$ cat src/rtl/pb_rgb_pkg.sv
// Shared definitions for the push-button RGB PWM controller.
// Mode encodings and default channel indices.
`timescale 1ns/1ps
package pb_rgb_pkg;

    typedef enum logic [1:0] {
        MODE_MOMENTARY = 2'd0,
        MODE_TOGGLE    = 2'd1,
        MODE_STEP      = 2'd2,
        MODE_RSVD      = 2'd3
    } mode_e;

    localparam int CH_R = 0;
    localparam int CH_G = 1;
    localparam int CH_B = 2;

endpackage

$ cat src/rtl/pb_debounce.sv
// Per-button two-flop synchroniser, debounce counter
// and rising-edge press pulse.
`timescale 1ns/1ps
module pb_debounce #(
    parameter int DB_CYCLES = 1000000
) (
    input  logic clk,
    input  logic rst,
    input  logic pb_in,
    output logic pb_db,
    output logic press
);

    localparam int CW = $clog2(DB_CYCLES);
    localparam logic [CW-1:0] CNT_LAST = CW'(DB_CYCLES - 1);

    logic [1:0]    sync_q;
    logic [CW-1:0] cnt;
    logic          mismatch;
    logic          expire;

    assign mismatch = sync_q[1] ^ pb_db;
    assign expire   = mismatch && (cnt == CNT_LAST);

    // Any return to agreement clears the count, so short glitches vanish.
    always_ff @(posedge clk or posedge rst) begin
        if (rst) begin
            sync_q <= '0;
            cnt    <= '0;
            pb_db  <= 1'b0;
            press  <= 1'b0;
        end else begin
            sync_q <= {sync_q[0], pb_in};
            press  <= expire && !pb_db;
            if (expire) begin
                pb_db <= ~pb_db;
                cnt   <= '0;
            end else if (mismatch) begin
                cnt <= cnt + 1'b1;
            end else begin
                cnt <= '0;
            end
        end
    end

endmodule

$ cat src/rtl/pb_rgb_pwm_ctrl.sv
// Push-button to RGB LED controller: momentary, toggle
// or brightness-step modes with a shared PWM counter.
`timescale 1ns/1ps
module pb_rgb_pwm_ctrl
    import pb_rgb_pkg::*;
#(
    parameter int NUM_CH    = 3,
    parameter int DB_CYCLES = 1000000,
    parameter int PWM_BITS  = 8,
    parameter int STEP      = 64
) (
    input  logic              clk,
    input  logic              rst,
    input  logic [NUM_CH-1:0] pb,
    input  logic [1:0]        mode,
    output logic [NUM_CH-1:0] led,
    output logic [NUM_CH-1:0] pb_db,
    output logic [NUM_CH-1:0] press
);

    localparam logic [PWM_BITS-1:0] MAX = '1;
    localparam logic [PWM_BITS:0]   STEP_EXT = (PWM_BITS+1)'(STEP);

    mode_e               m;
    logic [PWM_BITS-1:0] pwm_cnt;
    logic [NUM_CH-1:0]   tog;
    logic [PWM_BITS-1:0] level [NUM_CH];
    logic [PWM_BITS-1:0] duty  [NUM_CH];
    logic [NUM_CH-1:0]   led_nxt;

    assign m = mode_e'(mode);

    for (genvar g = 0; g < NUM_CH; g++) begin : g_db
        pb_debounce #(
            .DB_CYCLES(DB_CYCLES)
        ) u_db (
            .clk  (clk),
            .rst  (rst),
            .pb_in(pb[g]),
            .pb_db(pb_db[g]),
            .press(press[g])
        );
    end

    // Full level wraps to zero; otherwise add STEP and saturate at MAX.
    function automatic logic [PWM_BITS-1:0] step_level(
        input logic [PWM_BITS-1:0] lv
    );
        logic [PWM_BITS:0] sum;
        sum = {1'b0, lv} + STEP_EXT;
        if (lv == MAX)
            return '0;
        else if (sum > {1'b0, MAX})
            return MAX;
        else
            return sum[PWM_BITS-1:0];
    endfunction

    always_comb begin
        for (int i = 0; i < NUM_CH; i++) begin
            duty[i] = '0;
            case (m)
                MODE_TOGGLE: duty[i] = tog[i] ? MAX : '0;
                MODE_STEP:   duty[i] = level[i];
                default:     duty[i] = pb_db[i] ? MAX : '0;
            endcase
            led_nxt[i] = (duty[i] == MAX) || (pwm_cnt < duty[i]);
        end
    end

    always_ff @(posedge clk or posedge rst) begin
        if (rst) begin
            pwm_cnt <= '0;
            tog     <= '0;
            led     <= '0;
            for (int i = 0; i < NUM_CH; i++)
                level[i] <= '0;
        end else begin
            pwm_cnt <= pwm_cnt + 1'b1;
            led     <= led_nxt;
            for (int i = 0; i < NUM_CH; i++) begin
                if (press[i] && m == MODE_TOGGLE)
                    tog[i] <= ~tog[i];
                if (press[i] && m == MODE_STEP)
                    level[i] <= step_level(level[i]);
            end
        end
    end

endmodule
$ cat config.mk
export PLATFORM = sky130hd
export DESIGN_NAME = pb_rgb_pwm_ctrl
export DESIGN_NICKNAME = d
export VERILOG_FILES = /design/src/rtl/pb_rgb_pkg.sv /design/src/rtl/pb_debounce.sv /design/src/rtl/pb_rgb_pwm_ctrl.sv
export SDC_FILE = /design/constraint.sdc
export NUM_CORES = 1
export LEC_CHECK = 0
export ABC_AREA = 1
export CORE_MARGIN = 8
export CORE_UTILIZATION = 35
export DETAILED_ROUTE_END_ITERATION = 10
export DONT_BUFFER_PORTS = 1
export HOLD_SLACK_MARGIN = 0.15
export PLACE_DENSITY_LB_ADDON = 0.12
export SLEW_MARGIN = 20
export SYNTH_ARGS = -nofsm -noshare
export SYNTH_HDL_FRONTEND = slang
export SYNTH_SLANG_ARGS = --single-unit
export TNS_END_PERCENT = 1
$ cat constraint.sdc
create_clock -name clk -period 3.6 [get_ports clk]
set_clock_uncertainty 0.2 [all_clocks]
set_input_delay 0.36 -clock clk [delete_from_list [all_inputs] [get_ports clk]]
set_output_delay 0.36 -clock clk [all_outputs]
set_load 0.02 [all_outputs]
==> results.json, run 1 <==
{
  "synth_edf_count": 0,
  "worst_slew_pin_slew_ns": 0.730,
  "layout-drive-gt1-share_pct": 8.73,
  "worst-path-buf-inv": 1,
  "antenna_left": 0,
  "final_area_um2": 5830,
  "io_buffers": 0,
  "critical_path.slowest_cell": "dfrtp_1",
  "post_drt_wl_per_cell_um": 12.3,
  "synth_top_area_share_pct": 45.1,
  "diodes": 0,
  "synthArstFlopShare_pct": 100,
  "clkPwrFrac_pct": 45.9,
  "p_comb_share_pct": 4.9,
  "seq_area_um2": 2380,
  "cp_max_fo": 5,
  "drv_cap": 0,
  "setup_violations": 0,
  "clk_path_buf_depth": 2,
  "slew_viol_final": 0,
  "cts.root.buffer_cell": "clkbuf_16",
  "grt_overflow": 0,
  "worstPathRequired_ns": 3.63,
  "die_x_um": 139,
  "synth_common_cells": "nand2_1, nor2_1, dfrtp_1, inv_1, xor2_1",
  "layout_setup_ws_ns": 1.75,
  "min_from": "g_db[1].u_db.sync_q[0]",
  "syn-num-nets": 675,
  "ir_drop_mv": 0.251,
  "grt_pass1_vias": 3903,
  "viasPerCell": 4.61,
  "multi_input_area_um2": 2530,
  "seq_area_frac_synth_pct": 45.1,
  "synth_cell_type_count": 30,
  "outcome": "finished clean",
  "synth.cell_area_um2": 5270,
  "avgSynthCellArea_um2": 8.11,
  "path_class": "reg2reg",
  "h-tree-depth": 3,
  "placed_cell_area_um2": 5470,
  "yosysTopAreaCell": "dfrtp_1",
  "rsz0062_at_grt": "no",
  "cellLeakagePower_nw": 2.69,
  "layout_min_cycle_time_ns": 1.85,
  "hold_viol": 0,
  "setup.worst_path.start_class": "register",
  "cp_data_arrival_time_ns": 1.89,
  "p_sw_share_pct": 22.3,
  "die_h_um": 139,
  "grt_max_degree": 82,
  "crit_chain": "inv_1 > nand2_1 > nand2_1 > ha_1 > nand2_1 > nand2_1 > nand2_1 > nand2_1 > nand2_1",
  "cts_tree": "built",
  "slowest_delay_ns": 0.67,
  "synthTopCellsByArea": "dfrtp_1, nand2_1, nor2_1, inv_1, xor2_1",
  "finalCritPeriodShare_pct": 51.4,
  "gp_congestion": 0.823,
  "drc": 0,
  "rows": 45,
  "clk_pin_slew_ns": 0.07,
  "path_delay_family": "flip-flops",
  "hpwlAfterDp_um": 7810,
  "whs_ns": 0.156,
  "timing.rr.start": "g_db[0].u_db.pb_db",
  "relSlewSlack_pct": 51.3,
  "p_int_w": 0.00175,
  "wl_um": 10500,
  "floorplan.core_area_um2": 15000,
  "drt_first_iter_violations": 223,
  "crit_start": "g_db[0].u_db.pb_db",
  "ys_ff_latch": 95,
  "area_growth_pct": 10.7,
  "p_total_w": 0.00225,
  "initial_core_util_pct": 35.2,
  "io_pins": 16,
  "grt_pass1_wl_um": 18800,
  "power_density_nw_per_um2": 386,
  "drt-pass1-iter-count": 4,
  "fill_cells": 1541,
  "clk-insertion-delay-late_ns": 0.34,
  "antenna_found_initial": 0,
  "ys_warn_count": 0,
  "worstRegToRegCells": 9,
  "cts_sinks": 95,
  "power_switching_w": 0.000503,
  "synth_most_common_cell": "nand2_1",
  "dieArea_um2": 19200,
  "synth_flop_cell": "dfrtp_1",
  "cts-buffers-inserted": 9,
  "final_nets": 684,
  "pre_cts_slack_ns": 1.52,
  "via_count": 3929,
  "maxClockFrequency_ghz": 0.540,
  "seq_power_share_pct": 49.2,
  "setup_tns_ns": 0,
  "min_path_cells": 0,
  "hp-class": "reg2reg",
  "end_kind": "register",
  "cpMostUsedCell": "nand2_1",
  "syn_inst": 650,
  "path_depth": 9,
  "track_usage_pct": 11.8
}
## worst paths after layout
kind / slack [ns] / endpoint
min reg2reg: 0.16 / g_db[1].u_db.sync_q[1]
max: 1.75 / led[0]
min: 0.16 / g_db[1].u_db.sync_q[1]
max in group asynchronous: 2.11 / g_db[1].u_db.cnt[18]
min in group asynchronous: 0.46 / g_db[0].u_db.cnt[9]
max reg2reg: 1.75 / led[0]
## per-layer routing
layer	GRT usage, %	part of all wire (%)
met5	0	0
met4	3.35	1.4
met3	3.79	3.9
met2	19.1	46
met1	14.8	49
## state kept, by name (all words and copies together) (netlist names)
signal and cells:
g_db.u_db.cnt 60, g_db.u_db.pb_db 3, g_db.u_db.press 3, g_db.u_db.sync_q 6
led 3, level 9, pwm_cnt 8, tog 3
## cells by family (layout without fill, tap and decap cells)
group	after synthesis	after routing	share of synthesized area, %
XOR/XNOR	45	45	8.55
buffers and inverters	89	103	6.82
AND/OR/NAND/NOR	368	368	30.9
adder cells (fa/ha/maj)	18	18	4.27
flip-flops	95	95	45.1
AO/OA/AOI/OAI	35	35	4.30
## cells in the final DEF, fill, tap and decap left out, types with 2 or more instances in the layout
cell | netlist | final
o211ai_1 | 3 | 3
nor2_1 | 113 | 113
xnor2_4 | 3 | 3
a21oi_1 | 8 | 8
nor3_1 | 13 | 13
dfrtp_1 | 95 | 95
ha_1 | 18 | 18
nand3_1 | 29 | 29
a21oi_4 | 3 | 3
buf_4 | 6 | 2
o21ai_1 | 2 | 2
nor3_2 | 2 | 2
clkbuf_16 | 0 | 9
nand3b_1 | 2 | 2
xnor2_1 | 11 | 11
nor3b_1 | 2 | 2
nor2_2 | 5 | 5
a31oi_1 | 4 | 4
bufinv_16 | 0 | 2
nand2_1 | 164 | 164
nand2_2 | 10 | 10
o21ai_0 | 13 | 13
nand4_1 | 16 | 16
nand3_2 | 4 | 4
xor2_1 | 31 | 31
inv_2 | 5 | 5
nor2_4 | 7 | 7
inv_1 | 76 | 75
dlygate4sd3_1 | 0 | 4
## power by group through the flow
stage	Sequential, W	Combinational [W]	Clock (W)
4_1_cts	0.00111	0.000114	0.00108
3_3_place_gp	0.00113	0.000107	0
5_1_grt	0.00111	0.000131	0.00113
6_report	0.00111	0.000110	0.00103
2_1_floorplan	0.00112	0.0000847	0
3_5_place_dp	0.00113	0.000110	0
## stage by stage
step	std cells	utilization [%]
floorplan	650	-
global placement	832	36.5
detailed placement	832	36.5
CTS	852	38.9
global route	852	38.9
finish	852	38.9
## cell type report
cell class | instances | share of cell area (%)
clock buffers | 11 | 4.16
multi-input cells | 466 | 43.4
flip-flops and latches | 95 | 40.8
clock inverters | 5 | 1.39
well taps | 188 | 4.03
repair buffers | 6 | 0.944
inverters | 81 | 5.30
## timing repair
item,CTS,global route
setup buffers,0,0
gates resized for setup,0,0
hold endpoints to repair,82,0
hold buffers,4,0
Power figures use the tool's default switching activity.
==> inputs of run 2 (changes only) <==
- clock period: 3.6 -> 1.8 ns (I/O delays scaled with it)
==> run 2 against run 1 <==
Clock-buffer cell count grew 1. Sequential cell count did not move. Critical path depth fell by 3. Final cell count rose by 1.6%. Cell area up 1.9%. Die area unchanged. Sequential power grew 99%. Clock power is 80% higher. Wire length about the same. Critical path type unchanged.
==> results.json, run 2 (synthesis gave the netlist of run 1 again) <==
{
  "io_pins": 16,
  "via_count": 4002,
  "timing.rr.start": "g_db[2].u_db.cnt[1]",
  "rows": 45,
  "initial_core_util_pct": 35.2,
  "ff2ff_setup_slack_ns": 0.13,
  "layout-drive-gt1-share_pct": 10.9,
  "met1_length_um": 5110,
  "worstPathRequired_ns": 1.82,
  "end_kind": "register",
  "ir_drop_mv": 0.485,
  "met3WireLength_um": 301,
  "final_area_um2": 5940,
  "relSlewSlack_pct": 67.4,
  "grt_overflow": 0,
  "cpMostUsedCell": "nor2_1",
  "clk_pin_slew_ns": 0.07,
  "highest_layer": "met4",
  "viasPerCell": 4.62,
  "post_drt_wl_per_cell_um": 12.1,
  "placed_cell_area_um2": 5580,
  "wl_um": 10500,
  "floorplan.core_area_um2": 15000,
  "setup.worst_path.start_class": "register",
  "cp_max_fo": 4,
  "cellLeakagePower_nw": 2.75,
  "min_to": "g_db[1].u_db.sync_q[1]",
  "maxClockFrequency_ghz": 0.600,
  "antenna_found_initial": 0,
  "largest_register_ff_count": 60,
  "layout_min_cycle_time_ns": 1.67,
  "slew_viol_final": 0,
  "grt_pass1_vias": 3921,
  "postCtsSetupBuffers": 0,
  "crit_chain": "ha_2 > nand3_4 > nor2_1 > nand2_1 > nor3_1 > nor2_1",
  "die_h_um": 139,
  "clk-insertion-delay-late_ns": 0.34,
  "drt_first_iter_violations": 197,
  "final_nets": 698,
  "drt-pass1-iter-count": 4,
  "final_cell_mix": "nand2_1, nor2_1, dfrtp_1",
  "top_regs": "g_db.u_db.cnt x60, level x9, pwm_cnt x8",
  "hp-class": "reg2reg",
  "critical_path.slowest_cell": "dfrtp_1",
  "min_from": "g_db[1].u_db.sync_q[0]",
  "gp_congestion": 0.860,
  "hold_viol": 0,
  "area_growth_pct": 12.8,
  "finalCritPeriodShare_pct": 92.6,
  "drv_cap": 0,
  "cts-buffers-inserted": 9,
  "h-tree-depth": 3,
  "dr_wl_met2_um": 4930,
  "slowest_delay_ns": 0.38,
  "cts_sinks": 95,
  "hpwlAfterDp_um": 8010,
  "cp_data_arrival_time_ns": 1.68,
  "worstRegToRegCells": 6,
  "setup_violations": 0,
  "min_path_cells": 0,
  "setup_tns_ns": 0,
  "antenna_left": 0,
  "pre_cts_slack_ns": 0.0804,
  "rsz0062_at_grt": "no",
  "outcome": "finished clean",
  "io_buffers": 0,
  "clk_path_buf_depth": 2,
  "path_class": "reg2reg",
  "worst_slew_pin_slew_ns": 0.487,
  "grt_pass1_wl_um": 18200,
  "cts_tree": "built",
  "r2r_end": "g_db[2].u_db.cnt[19]",
  "layout_setup_ws_ns": 0.133,
  "grt_max_degree": 51,
  "cts.root.buffer_cell": "clkbuf_16",
  "path_delay_family": "simple AND/OR/NAND/NOR gates",
  "track_usage_pct": 11.3,
  "final_common_cell": "nand2_1",
  "diodes": 0,
  "worst-path-buf-inv": 0,
  "max_flop_register": "g_db.u_db.cnt",
  "drc": 0,
  "die_x_um": 139,
  "dieArea_um2": 19200,
  "power_density_nw_per_um2": 725
}
==> run 2: metrics by stage <==
stage / instances / util (%) / hold slack (ns) / total power, W
after detailed placement: 844 / 37.3 / -0.151 / 0.00250
after floorplan: 650 / - / 0.0114 / 0.00242
after CTS: 866 / 39.6 / 0.152 / 0.00440
final: 866 / 39.7 / 0.150 / 0.00431
after global placement: 844 / 37.3 / -0.147 / 0.00249
after global routing: 866 / 39.7 / 0.156 / 0.00452
==> run 2: how the worst max path moves through the flow <==
stage | from | to | slack [ns] | depth (start not counted)
4_1_cts | g_db[2].u_db.cnt[1] | g_db[2].u_db.cnt[19] | 0.08 | 6
2_1_floorplan | mode[0] | led[0] | 0.12 | 12
3_5_place_dp | mode[0] | led[1] | 0.08 | 11
6_report | g_db[2].u_db.cnt[1] | g_db[2].u_db.cnt[19] | 0.13 | 6
3_3_place_gp | g_db[2].u_db.cnt[1] | g_db[2].u_db.cnt[19] | 0.11 | 6
5_1_grt | g_db[1].u_db.pb_db | led[1] | 0.007 | 9
==> run 2: area by class of cell <==
class,instances,area [µm²]
clock inverter,4,30.0
tap,188,235
clock buffer,12,256
multi-input combinational,466,2550
timing repair buffer,20,190
fill,1504,9030
sequential,95,2380
inverter,81,308
==> run 2: report_power, final <==
group          switching (W)  leakage (nW)  total (W)  internal [W]
combinational       0.000158          1.36   0.000250     0.0000923
sequential         0.0000435          1.25    0.00221       0.00217
clock               0.000831         0.139    0.00185       0.00102
==> run 2: timing repair <==
action / 4_1_cts / 5_1_grt
endpoints found under the setup margin: 0 / 17
resized for setup: 0 / 5
hold endpoints to repair: 100 / 0
hold buffers: 6 / 0
==> run 2: worst register-to-register path, stage by stage (launching register included) <==
cell     delay [ns]
dfrtp_1        0.38
ha_2           0.25
nand3_4        0.12
nor2_1         0.15
nand2_1        0.07
nor3_1         0.29
nor2_1         0.09
==> run 2: layer usage <==
| layer | track usage (%) | vias to the layer above |
|---|---|---|
| li1 | - | 2074 |
| met1 | 14.3 | 1875 |
| met2 | 18.7 | 43 |
| met3 | 2.38 | 10 |
| met4 | 4.33 | 0 |
| met5 | 0 | - |
==> inputs of run 3 (changes only) <==
- CORE_UTILIZATION: 35 -> 55
==> run 3 against run 2 <==
Largest cell class unchanged. Largest power group unchanged. Register-to-register slack lost 0.03 ns. Via count is 1.5% higher. Highest routed layer unchanged. Wire length decreased by 4.8%. Power is 11% lower.
==> results.json, run 3 (synthesis gave the netlist of run 1 again) <==
{
  "outcome": "finished clean",
  "largest_register_ff_count": 60,
  "worst-path-buf-inv": 4,
  "crit_chain": "inv_1 > ha_1 > dlygate4sd3_1 > buf_4 > a21oi_1 > inv_1 > nand2_1 > ha_1 > nand2_1 > nand2_1 > nand2_1",
  "drv_cap": 0,
  "die_h_um": 114,
  "via_count": 4062,
  "layout_min_cycle_time_ns": 1.71,
  "rows": 35,
  "final_common_cell": "nand2_1",
  "post_drt_wl_per_cell_um": 12.3,
  "cts_tree": "built",
  "relSlewSlack_pct": 62.4,
  "ir_drop_mv": 0.465,
  "die_x_um": 114,
  "slowest_delay_ns": 0.56,
  "clk_path_buf_depth": 2,
  "clk_pin_slew_ns": 0.09,
  "hpwlAfterDp_um": 7560,
  "grt_pass1_vias": 3997,
  "gp_congestion": 0.897,
  "path_class": "in2reg",
  "antenna_left": 0,
  "grt_pass1_wl_um": 17900,
  "critical_path.slowest_cell": "dlygate4sd3_1",
  "cellLeakagePower_nw": 2.72,
  "diodes": 0,
  "io_pins": 16,
  "cts.root.buffer_cell": "clkbuf_8",
  "cp_max_fo": 8,
  "maxClockFrequency_ghz": 0.584,
  "top_regs": "g_db.u_db.cnt x60, level x9, pwm_cnt x8",
  "wl_um": 10000,
  "cts-buffers-inserted": 9,
  "fill_cells": 822,
  "drt_first_iter_violations": 138,
  "setup_violations": 0,
  "whs_ns": 0.163,
  "placed_cell_area_um2": 5500,
  "viasPerCell": 5.01,
  "clk-insertion-delay-late_ns": 0.36,
  "io_buffers": 0,
  "path_delay_family": "buffers and inverters",
  "setup.worst_path.start_class": "input port",
  "dieArea_um2": 13000,
  "drt-pass1-iter-count": 4,
  "worst_slew_pin_slew_ns": 0.563,
  "final_area_um2": 5830,
  "grt_max_degree": 32,
  "finalCritPeriodShare_pct": 95.2,
  "final_cell_mix": "nand2_1, nor2_1, dfrtp_1",
  "slew_viol_final": 0,
  "max_flop_register": "g_db.u_db.cnt",
  "hp-class": "reg2reg",
  "antenna_found_initial": 0,
  "hold_viol": 0,
  "h-tree-depth": 3,
  "power_density_nw_per_um2": 660,
  "grt_overflow": 0,
  "layout-drive-gt1-share_pct": 11.3,
  "final_nets": 702,
  "area_growth_pct": 10.7,
  "track_usage_pct": 16.9,
  "floorplan.core_area_um2": 9280,
  "end_kind": "register",
  "cts_sinks": 95,
  "cp_data_arrival_time_ns": 1.80,
  "cpMostUsedCell": "nand2_1",
  "initial_core_util_pct": 56.8,
  "p_total_w": 0.00385,
  "worstPathRequired_ns": 1.89,
  "rsz0062_at_grt": "yes",
  "drc": 0
}
run 3: cell count changes in the layout (fill, tap and decap cells not counted), sizes merged:
cell	change
buf	+1
bufinv	+1
clkbuf	-2
clkinv	+1
dlygate4sd3	+3
run 3: final timing paths:
kind / startpoint / endpoint / slack (ns) / cells after the start
setup / recovery: mode[0] / led[0] / 0.09 / 11
hold / removal: g_db[2].u_db.sync_q[0] / g_db[2].u_db.sync_q[1] / 0.16 / 0
setup reg to reg: tog[2] / led[2] / 0.10 / 5
hold reg to reg: g_db[2].u_db.sync_q[0] / g_db[2].u_db.sync_q[1] / 0.16 / 0
max in group asynchronous: rst / g_db[0].u_db.cnt[6] / 0.21 / 3
min in group asynchronous: rst / g_db[0].u_db.cnt[11] / 0.20 / 3
run 3: area by class of cell:
type	instances	area (µm²)	share of cell area [%]
clock buffer	10	128	2.19
clock inverter	6	61.3	1.05
inverter	81	308	5.28
multi-input combinational	466	2570	44.0
sequential	95	2380	40.8
tap	129	161	2.77
timing repair buffer	24	228	3.91
run 3: routing by layer:
layer  global-route usage [%]  part of all wire, %  up-vias
met5                        0                    0        -
met4                     6.39                  1.5        0
met3                     2.59                  3.5       12
met2                     28.7                   49       61
met1                     21.2                   46     1913
li1                         -                    -     2076
run 3: timing repair:
item,4_1_cts,5_1_grt
hold buffers,9,0
setup buffers,0,2
endpoints found under the hold margin,103,0
gates resized for setup,0,11
setup endpoints to repair,0,24
run 3: power breakdown:
part	internal, W	total [W]	switching [W]
combinational	0.000103	0.000264	0.000161
sequential	0.00217	0.00221	0.0000433
clock	0.000639	0.00138	0.000737
run 3: stage by stage:
step           cells  setup WS, ns  utilization [%]  setup TNS (ns)
4_1_cts          809        0.0521             62.3               0
3_5_place_dp     784        0.0834             59.3               0
6_report         811        0.0870             62.8               0
2_1_floorplan    650         0.120                -               0
3_3_place_gp     784         0.123             59.3               0
5_1_grt          811       -0.0350             62.8         -0.0387
==> RTL change 1 (flow settings as in run 3) <==
Make the reset (`rst`) synchronous in 2 clocked blocks.
--- a/src/rtl/pb_debounce.sv
+++ b/src/rtl/pb_debounce.sv
@@ -24,5 +24,5 @@
 
     // Any return to agreement clears the count, so short glitches vanish.
-    always_ff @(posedge clk or posedge rst) begin
+    always_ff @(posedge clk) begin
         if (rst) begin
             sync_q <= '0;
--- a/src/rtl/pb_rgb_pwm_ctrl.sv
+++ b/src/rtl/pb_rgb_pwm_ctrl.sv
@@ -69,5 +69,5 @@
     end
 
-    always_ff @(posedge clk or posedge rst) begin
+    always_ff @(posedge clk) begin
         if (rst) begin
             pwm_cnt <= '0;
Formal check against the unedited RTL: same outputs for any inputs over 10 cycles, from zero or initial values and one cycle with rst high; that may be too few to reach the edited logic, so the function may still have changed.
==> RTL change 1 against run 3 <==
Design area fell by 3.2%. Worst setup slack worse by 0.044 ns. Global-route usage grew 0.24 points. Routed wire length up 5.2%. Synthesized area down 5.3%. Via count is 6.4% higher. Largest power group unchanged. Highest routed layer unchanged. Total power fell by 5.3%. Sequential cell count stayed put.
==> RTL change 1: results (changes against run 3) <==
- Cell area after placement: 0.00518 sq mm (-5.9%)
* Endpoint of the lowest-slack register-to-register path: level[0][4]$_SDFFCE_PP0P_
* WHS Path Cells: 7 (+7)
* Clk network pwr share: 34.5% (-1.2 points)
- The share of the yosys chip area belonging to registers is 39.9% (-5.2 points).
- Cts-stage hold buffer count: 23 (+14)
* Post-Syn Instances: 677 (+4.2%)
- The largest fanout of any net on the critical path is 3 (-5).
- Effective utilization at floorplan: 56.9% (+0.17 points)
- Nets: 730 (+4.0%)
- The run finished with clean final reports.
* Vias in the first global route: 4137 (+3.5%)
- The share of final-layout standard cells stronger than drive strength 1 came to 13.4% (+2.2 points).
- Async SR Flop Fraction: 0% (-100 points)
- Pre-Repair DR Iteration Count: 5 (+1)
- Post-Synthesis Net Count: 698 (+3.4%)
* Global-route wire length before repair: 18300 um (+1.7%)
- Reported leakage power: 2.02 nW (-26%)
- The weighted congestion at the end of routability-driven global placement is 0.898 (about the same).
- Worst min-delay path category: in -> reg
- Worst vdd rail ir drop: 0.000356 V (-23%)
* Headroom to the max-slew limit: 69.6% (+7.3 points)
* Data arrival time of the critical path: 1.65 ns (-0.15 ns)
- Post-synth EDFFs: 9 (+9)
- Worst R2R Setup Slack: 0.04 ns (-0.06 ns)
- DRT iter0 DRCs: 181 (+31%)
- After synthesis, the cell types taking the most area are sky130_fd_sc_hd__dfxtp_1 35%, sky130_fd_sc_hd__nand2_1 12%, sky130_fd_sc_hd__nor2_1 6.8%.
==> RTL change 1: cell types whose count changed after synthesis, moves of 6 or more <==
cell	before	now
sky130_fd_sc_hd__nor3_1	13	20
sky130_fd_sc_hd__nand3_1	29	35
sky130_fd_sc_hd__edfxtp_1	0	9
sky130_fd_sc_hd__dfrtp_1	95	0
sky130_fd_sc_hd__a21oi_1	8	32
sky130_fd_sc_hd__nand2_1	164	156
sky130_fd_sc_hd__dfxtp_1	0	86
sky130_fd_sc_hd__nor2_1	113	90
sky130_fd_sc_hd__a21oi_2	0	9
sky130_fd_sc_hd__xor2_1	31	22
sky130_fd_sc_hd__nor2_2	5	16
sky130_fd_sc_hd__nand2_2	10	4
sky130_fd_sc_hd__nand4_1	16	27
==> RTL change 1: routing by layer <==
metal | share of wire (%) | vias to the layer above | track usage [%]
li1 | - | 2233 | -
met1 | 47 | 1983 | 21.3
met2 | 47 | 91 | 28.8
met3 | 4.7 | 16 | 2.71
met4 | 1.7 | 0 | 6.67
met5 | 0 | - | 0
==> RTL change 1: worst min-delay path by stage <==
stage | start | to | slack [ns]
floorplan | pb[0] | g_db[0].u_db.sync_q[0]$_SDFF_PP0_ | 0.09
global placement | rst | pwm_cnt[0]$_SDFF_PP0_ | 0.05
detailed placement | rst | pwm_cnt[0]$_SDFF_PP0_ | 0.06
CTS | mode[1] | led[0]$_SDFF_PP0_ | 0.16
global route | rst | g_db[1].u_db.sync_q[0]$_SDFF_PP0_ | 0.21
finish | mode[1] | led[0]$_SDFF_PP0_ | 0.18
==> RTL change 1: area by class of cell <==
type                    instances  area, sq um  area share, %
flip-flops and latches         95         1990           35.3
repair buffers                 40          403           7.14
clock buffers                  11          131           2.33
well taps                     108          135           2.39
multi-input cells             481         2640           46.8
clock inverters                 5         32.5          0.576
inverters                      82          309           5.48
==> RTL change 2 (config.mk and constraints of run 3) <==
Without the edit above. The parameter `NUM_CH` goes from 3 to 6.
--- a/src/rtl/pb_rgb_pwm_ctrl.sv
+++ b/src/rtl/pb_rgb_pwm_ctrl.sv
@@ -5,5 +5,5 @@
     import pb_rgb_pkg::*;
 #(
-    parameter int NUM_CH    = 3,
+    parameter int NUM_CH    = 6,
     parameter int DB_CYCLES = 1000000,
     parameter int PWM_BITS  = 8,
Ports: changed (resized led, pb, pb_db and press); port bits go from 16 to 28. The function was not compared with the original's and may differ.
==> RTL change 2 against run 3 <==
Design area up 97%. Utilization up 1.1 points. Sequential cell count up 87. Synthesized area up 92%. Largest power group unchanged. Die area up 78%. Clock power rose to 2.9 times the old value. Worst hold slack worse by 0.011 ns. Worst setup slack worse by 0.017 ns. Synthesized cell count up 97%. Total power up 130%. Routed wire length up 99%.
==> RTL change 2: results (changes against run 3) <==
- The run finished with clean final reports.
* Crit Reg-Reg Startpoint: g_db[4].u_db.cnt[0]$_DFF_PP0_
- The largest net degree at the start of global routing is 76 (+140%).
- The data arrival time at the worst-slack endpoint is 1.90 ns (+0.10 ns).
- The net count after synthesis is 1315 (+95%).
- The kind of cell with the highest combined delay along the critical path is simple AND/OR/NAND/NOR gates.
* Reported leakage power: 5.44 nW (+100%)
* Pwr dens: 764 mW/mm^2 (+16%)
- The weighted congestion at the end of routability-driven global placement was 0.869 (-3.1%).
- Headroom to the max-slew limit: 65.0% (+2.6 points)
* Global-route wire length before repair: 34200 um (+90%)
* Core Util, Final: 63.9% (+1.1 points)
* Clock buffer count from CTS: 17 (+8)
- Routed vias: 7839 (+93%)
- Worst hold endpoint: g_db[0].u_db.sync_q[1]$_DFF_PP0_
- Share of cells above drive strength 1: 12.5% (+1.2 points)
- Biggest cell delay along the critical path: 0.38 ns (-0.18 ns)
* Biggest area contributors in the synthesized netlist: sky130_fd_sc_hd__dfrtp_1 45%, sky130_fd_sc_hd__nand2_1 12%, sky130_fd_sc_hd__nor2_1 8.5%
- The largest fanout of any net on the critical path came to 5 (-3).
- The number of clock-tree buffers in the layout was 19 (+9).
- H-tree lvl count: 4 (+1)
* Worst reg2reg path depth: 9 (+4)
- Routed wl met2: 9120 um (+87%)
* Most numerous cell types in the synthesized netlist: 320 x sky130_fd_sc_hd__nand2_1, 229 x sky130_fd_sc_hd__nor2_1, 182 x sky130_fd_sc_hd__dfrtp_1
- On the critical path, the stage with the largest delay is an instance of sky130_fd_sc_hd__dfrtp_1.
* Flip-flop and latch share of the layout cell area: 39.6% (-1.2 points)
* Beginning of the worst hold path: g_db[0].u_db.sync_q[0]$_DFF_PP0_
* Final wirelength: 19900 um (+99%)
- The relative contribution of sequential cells to total power came to 48.2% (-9.2 points).
* Seq cells post-synth: 182 (+92%)
- Share of total power consumed by net switching: 23.0% (-1.4 points)
* Reg clk slew, reported paths: 0.07 ns (-0.02 ns)
- The largest registers in the layout are g_db.u_db.cnt (120), level (18), g_db.u_db.sync_q (12).
-- RTL change 2: cell count changes in the layout (fill, tap and decap cells not counted), sizes merged, moves of 11 or more --
cell and change:
nand2 +160, nor2 +137, inv +89, dfrtp +87, nand3 +39, buf +20
nor3 +18, xor2 +18, nand4 +14, a21oi +12, dlygate4sd3 +12, xnor2 +12
o21ai +11
-- RTL change 2: cells by family (layout without fill, tap and decap cells) --
logic type,Yosys count,count (layout),share of synthesized area [%]
AND/OR/NAND/NOR,748,748,33.4
AO/OA/AOI/OAI,63,63,3.96
flip-flops,182,182,44.9
adder cells (fa/ha/maj),27,27,3.33
buffers and inverters,183,253,7.34
XOR/XNOR,75,75,7.07
-- RTL change 2: repair_timing --
item / 4_1_cts / 5_1_grt
resized for setup: 0 / 13
hold buffers: 22 / 1
setup buffers: 0 / 6
hold endpoints to repair: 206 / 3
endpoints found under the setup margin: 0 / 32
